File: config.mk
export PLATFORM = sky130hd
export DESIGN_NAME = spmv_vec_fetch
export DESIGN_NICKNAME = d
export VERILOG_FILES = /design/src/rtl/spmv_vec_fetch.sv
export SDC_FILE = /design/constraint.sdc
export NUM_CORES = 1
export LEC_CHECK = 0
export CAP_MARGIN = 20
export CORE_MARGIN = 3
export CORE_UTILIZATION = 40
export DETAILED_ROUTE_END_ITERATION = 8
export MAX_ROUTING_LAYER = met4
export PLACE_DENSITY = 0.69
export SLEW_MARGIN = 15
export SYNTH_ARGS = -nofsm -noshare
export SYNTH_HDL_FRONTEND = slang
export SYNTH_SLANG_ARGS = --single-unit
File: constraint.sdc
create_clock -name s_aclk -period 6.5 [get_ports s_aclk]
set_clock_uncertainty 0.1 [all_clocks]
set_input_delay 1.3 -clock s_aclk [delete_from_list [all_inputs] [get_ports s_aclk]]
set_output_delay 1.3 -clock s_aclk [all_outputs]
set_load 0.03 [all_outputs]
File: src/rtl/spmv_vec_fetch.sv
// spmv_vec_fetch: AXI4 read master that fetches a contiguous run of 32-bit
// words for the SpMV kernel and replays them as an AXI-Stream.
// A command (byte base address, word count) is cut into INCR bursts that
// stay inside one 4 KB page and never exceed MAX_BURST beats. Only one
// burst is outstanding at a time. R data passes to the stream with zero
// latency, so stream backpressure is applied directly to the R channel.
// Optional build macro: SPMV_FETCH_ERRCHK_EN enables the sticky err flag
// (bad rresp or an rlast that disagrees with the internal beat count).
// When the macro is undefined, err is tied low.
module spmv_vec_fetch #(
    parameter logic [6:0] ID_VAL    = 7'd0,
    parameter int          MAX_BURST = 16,
    parameter int          LEN_W     = 16
) (
    input  logic             s_aclk,
    input  logic             s_aresetn,
    input  logic             cmd_valid,
    output logic             cmd_ready,
    input  logic [31:0]      cmd_addr,
    input  logic [LEN_W-1:0] cmd_len,
    output logic [6:0]       m_axi_arid,
    output logic [31:0]      m_axi_araddr,
    output logic [7:0]       m_axi_arlen,
    output logic [2:0]       m_axi_arsize,
    output logic [1:0]       m_axi_arburst,
    output logic             m_axi_arvalid,
    input  logic             m_axi_arready,
    input  logic [6:0]       m_axi_rid,
    input  logic [31:0]      m_axi_rdata,
    input  logic [1:0]       m_axi_rresp,
    input  logic             m_axi_rlast,
    input  logic             m_axi_rvalid,
    output logic             m_axi_rready,
    output logic [31:0]      m_axis_tdata,
    output logic             m_axis_tvalid,
    input  logic             m_axis_tready,
    output logic             m_axis_tlast,
    output logic             busy,
    output logic             done,
    output logic             err
);

    typedef enum logic [1:0] {
        ST_IDLE   = 2'd0,
        ST_ISSUE  = 2'd1,
        ST_WAIT_R = 2'd2,
        ST_DONE   = 2'd3
    } state_t;

    state_t           r_state;
    logic [31:0]      r_addr;       // next word address to request
    logic [LEN_W-1:0] r_rem;        // words still owed for this command
    logic [8:0]       r_beat_cnt;   // beats left in the current burst (up to 256)
    logic             r_arvalid;
    logic [31:0]      r_araddr;
    logic [7:0]       r_arlen;
    logic             r_cmd_ready;
    logic             r_busy;
    logic             r_done;

    logic             w_cmd_acc;
    logic             w_in_wait;
    logic             w_r_hs;
    logic             w_last_beat;
    logic [10:0]      w_to_4k;
    logic [31:0]      w_beats;
    logic [7:0]       w_arlen;

    function automatic logic [31:0] min2(input logic [31:0] a, input logic [31:0] b);
        return (a < b) ? a : b;
    endfunction

    assign w_cmd_acc   = cmd_valid && r_cmd_ready && (r_state == ST_IDLE);
    assign w_in_wait   = (r_state == ST_WAIT_R);
    assign w_r_hs      = w_in_wait && m_axi_rvalid && m_axis_tready;
    assign w_last_beat = (r_beat_cnt == 9'd1);

    // Burst size: smallest of words left, MAX_BURST and words to the next 4 KB page.
    always_comb begin
        w_to_4k = 11'd1024 - {1'b0, r_addr[11:2]};
        w_beats = min2(min2(32'(r_rem), 32'(MAX_BURST)), {21'd0, w_to_4k});
        w_arlen = 8'(w_beats - 32'd1);
    end

    // Command FSM with registered AR channel and status outputs.
    always_ff @(posedge s_aclk or negedge s_aresetn) begin
        if (!s_aresetn) begin
            r_state     <= ST_IDLE;
            r_addr      <= 32'd0;
            r_rem       <= '0;
            r_beat_cnt  <= 9'd0;
            r_arvalid   <= 1'b0;
            r_araddr    <= 32'd0;
            r_arlen     <= 8'd0;
            r_cmd_ready <= 1'b0;
            r_busy      <= 1'b0;
            r_done      <= 1'b0;
        end else begin
            case (r_state)
                ST_IDLE: begin
                    r_done      <= 1'b0;
                    r_cmd_ready <= 1'b1;
                    if (w_cmd_acc) begin
                        r_addr      <= {cmd_addr[31:2], 2'b00};
                        r_rem       <= cmd_len;
                        r_cmd_ready <= 1'b0;
                        if (cmd_len == '0) begin
                            r_state <= ST_DONE;
                            r_busy  <= 1'b0;
                        end else begin
                            r_state <= ST_ISSUE;
                            r_busy  <= 1'b1;
                        end
                    end
                end
                ST_ISSUE: begin
                    // AR fields are loaded once on entry and then held until accepted.
                    if (!r_arvalid) begin
                        r_arvalid <= 1'b1;
                        r_araddr  <= r_addr;
                        r_arlen   <= w_arlen;
                    end else if (m_axi_arready) begin
                        r_arvalid  <= 1'b0;
                        r_beat_cnt <= {1'b0, r_arlen} + 9'd1;
                        r_state    <= ST_WAIT_R;
                    end
                end
                ST_WAIT_R: begin
                    // Burst length follows the local beat counter, rlast is not trusted.
                    if (w_r_hs) begin
                        r_beat_cnt <= r_beat_cnt - 9'd1;
                        r_rem      <= r_rem - LEN_W'(1);
                        r_addr     <= r_addr + 32'd4;
                        if (w_last_beat) begin
                            if (r_rem != LEN_W'(1)) begin
                                r_state <= ST_ISSUE;
                            end else begin
                                r_state <= ST_DONE;
                                r_busy  <= 1'b0;
                            end
                        end
                    end
                end
                ST_DONE: begin
                    r_done      <= 1'b1;
                    r_cmd_ready <= 1'b1;
                    r_busy      <= 1'b0;
                    r_state     <= ST_IDLE;
                end
                default: begin
                    r_state     <= ST_IDLE;
                    r_arvalid   <= 1'b0;
                    r_busy      <= 1'b0;
                    r_done      <= 1'b0;
                    r_cmd_ready <= 1'b0;
                end
            endcase
        end
    end

`ifdef SPMV_FETCH_ERRCHK_EN
    logic r_err;
    logic w_err_evt;
    logic w_unused_rid;

    assign w_err_evt    = w_r_hs && ((m_axi_rresp != 2'b00) || (m_axi_rlast != w_last_beat));
    assign w_unused_rid = ^m_axi_rid;

    // Sticky error flag, cleared when the next command is accepted.
    always_ff @(posedge s_aclk or negedge s_aresetn) begin
        if (!s_aresetn) begin
            r_err <= 1'b0;
        end else if (w_cmd_acc) begin
            r_err <= 1'b0;
        end else if (w_err_evt) begin
            r_err <= 1'b1;
        end
    end

    assign err = r_err;
`else
    logic w_unused_sigs;

    assign w_unused_sigs = ^{m_axi_rid, m_axi_rresp, m_axi_rlast};
    assign err           = 1'b0;
`endif

    assign cmd_ready     = r_cmd_ready;
    assign busy          = r_busy;
    assign done          = r_done;

    assign m_axi_arid    = ID_VAL;
    assign m_axi_arsize  = 3'b010;
    assign m_axi_arburst = 2'b01;
    assign m_axi_araddr  = r_araddr;
    assign m_axi_arlen   = r_arlen;
    assign m_axi_arvalid = r_arvalid;

    // Zero-latency pass-through, only open while a burst is in flight.
    assign m_axi_rready  = w_in_wait && m_axis_tready;
    assign m_axis_tvalid = w_in_wait && m_axi_rvalid;
    assign m_axis_tdata  = w_in_wait ? m_axi_rdata : 32'd0;
    assign m_axis_tlast  = w_in_wait && (r_rem == LEN_W'(1));

endmodule

==> reports/qor.csv <==
metric;value;unit
die_h;133.1;um
netSwitchingFraction;48.43;%
grt_pass1_vias;5692;
avgSynthCellArea;8.133;sq um
drt-initial-drc-count;502;
worstSetupEndpointType;flip-flop;
grt_max_degree;84;
async_flop_share;100.0;%
synth-edff-count;0;
grt_use_met3;2.738;%
synth_commonest_cells;145 x nand2_1, 99 x dfrtp_1, 65 x a21oi_1, 45 x clkbuf_1, 42 x nor2_1;
fin_crit_sh;72.45;%
grtUsageMet2;30.22;%
diodes;0;
yosys_warnings;0;
die-area;17700;sq um
layout-drive-gt1-share;5.161;%
crit_fanout;10;
vias;6192;
cts.path.max_buffers;2;
post-cts-setup-buffers;0;
irDropWorstVdd;0.2883;mV
tns;0;ps
nNetsFinal;1044;
dp_hpwl;12580;um
fin_util;54.57;%
cts_tree;done;
nFillCells;1462;
cts_made_buffers;9;
num_rows;45;
syn_inst;794;
clock_latency;360;ps
met1_usage;29.36;%
wl_per_cell;15.51;um
cts_resized;0;
ys_seq_elements;99;
dr.pass1.iters;6;
crit_required;6640;ps
grt_pass1_wl;28990;um
ys_seq_area_share;38.36;%
power_leakage;3.463;nW
setup_viol;0;
period_needed;4709;ps
p_comb_share;57.0;%
ys.flop_type;dfrtp_1;
antenna_found_initial;0;
hold_slack;376.4;ps
area_delta_synth_final;30.85;%
cp_data_arrival_time;4850;ps
hold_viol;0;
avgViaCountPerCell;5.427;
gp_congestion;0.8151;
clkPwrFrac;12.5;%
grtUsageTotal;20.29;%
yosys.area.top_type_share;38.36;%
postCtsHoldBufs;0;
synthTopCellsByArea;dfrtp_1 38%, nand2_1 8.4%, a21oi_1 5.0%, ha_1 4.3%, and2_1 3.9%;
start_util;41.71;%
cellPowerDensity;515.9;nW/um^2
cap_viol_max_count;0;
clk_pin_slew;70;ps
synthMostInstantiatedCell;nand2_1;
io_buffers;160;
cts_max_level;3;
achievable-frequency;212.3;MHz
overflow;0;
io_pins;188;
top_usage_layer;met2;
yosysTopAreaCell;dfrtp_1;
wirelength;17700;um
rsz0062_at_grt;no;
coreArea;15480;sq um
run_status;completed;
slew_headroom;35.51;%
p_sw;2.111;mW
cts.sinks;99;
finalMaxSlewViolations;0;
worst-setup-path-type;flip-flop to flip-flop;
seq_power_share;30.5;%
ctsRootBufferMaster;clkbuf_16;
ys_types;67;
die_w;133.1;um
ant_nets;0;
crit_path_start_kind;flip-flop;
netlist_area;6457;sq um
worstMarginPinSlew;962.1;ps
hold_class;flip-flop to flip-flop;
p_int;2.248;mW
drc_errors;0;
==> per-stage QoR <==
step / area (sq um) / setup WS (ps) / total power, mW / std cells
5_1_grt: 8449 / 1566 / 4.719 / 1141
3_5_place_dp: 8158 / 1817 / 3.818 / 1126
4_1_cts: 8449 / 1805 / 4.371 / 1141
3_3_place_gp: 8158 / 1982 / 3.764 / 1126
2_1_floorplan: 6529 / 2244 / 3.023 / 813
6_report: 8449 / 1791 / 4.359 / 1141
==> flip-flops by register name (all words and copies together) (netlist names) <==
name	count
cmd_ready	1
r_beat_cnt	9
m_axi_arvalid	1
r_state	2
m_axi_arlen	8
m_axi_araddr	30
done	1
r_rem	16
r_addr	30
busy	1
==> worst max-delay path, stage by stage (launching register included) <==
cell	delay (ps)
dfrtp_1	410
or4_4	570
nor4_4	470
and2_1	210
ha_1	240
a2111oi_0	790
a211oi_4	190
or2_1	430
mux2i_1	180
ha_1	290
and3_1	180
or3_1	310
a31o_1	220
==> final timing paths <==
check,startpoint,to,slack [ps],cells after the start
worst max-delay path,r_rem[14],m_axi_arlen[6],1790,12
worst min-delay path,m_axi_araddr[12],m_axi_araddr[12],380,2
worst max register to register,r_rem[14],m_axi_arlen[6],1790,12
worst min register to register,m_axi_araddr[12],m_axi_araddr[12],380,2
max in group asynchronous,s_aresetn,m_axi_arvalid,4290,2
min in group asynchronous,s_aresetn,m_axi_araddr[2],830,1
==> power by group through the flow <==
stage	clock, mW	sequential (mW)	combinational (mW)
3_3_place_gp	0	1.33	2.44
6_report	0.546	1.33	2.48
5_1_grt	0.578	1.39	2.75
3_5_place_dp	0	1.33	2.48
2_1_floorplan	0	1.42	1.60
4_1_cts	0.555	1.32	2.49
==> cells by family after synthesis <==
group / Yosys count / share of synthesized area, %
buf+inv: 85 / 5.987
mux: 20 / 3.255
other cells: 2 / 0.1163
fa+ha+maj: 22 / 4.263
compound gates: 192 / 18.48
simple gates: 360 / 27.63
xor+xnor: 14 / 1.899
flops: 99 / 38.36
==> layer usage <==
layer | share of wire [%] | up-vias
met5 | 0 | -
met4 | 1.1 | 0
met3 | 5.0 | 15
met2 | 45 | 196
met1 | 49 | 2919
li1 | - | 3062
==> cell type report <==
type | instances | area (sq um) | area share (%)
clock buffers | 10 | 229.0 | 2.710
inverters | 20 | 75.07 | 0.8885
flip-flops and latches | 99 | 2477 | 29.32
clock inverters | 5 | 62.56 | 0.7404
well taps | 211 | 264.0 | 3.125
multi-input cells | 629 | 3690 | 43.67
repair buffers | 167 | 1652 | 19.55
==> layout by cell type, fill, tap and decap left out, drive strengths merged, types with 6 or more instances in the layout <==
cell type / n
inv: 22
nor3: 21
dfrtp: 99
xnor2: 8
ha: 22
clkbuf: 10
xor2: 6
nand3: 35
buf: 8
nand4: 15
conb: 21
o22ai: 32
nor2b: 6
nand2: 145
clkdlybuf4s50: 159
nor4: 12
a21oi: 67
o21ai: 43
and2: 40
or3: 7
mux2i: 15
and3: 10
nor2: 42
No activity file was read; power rests on OpenSTA's default activity.
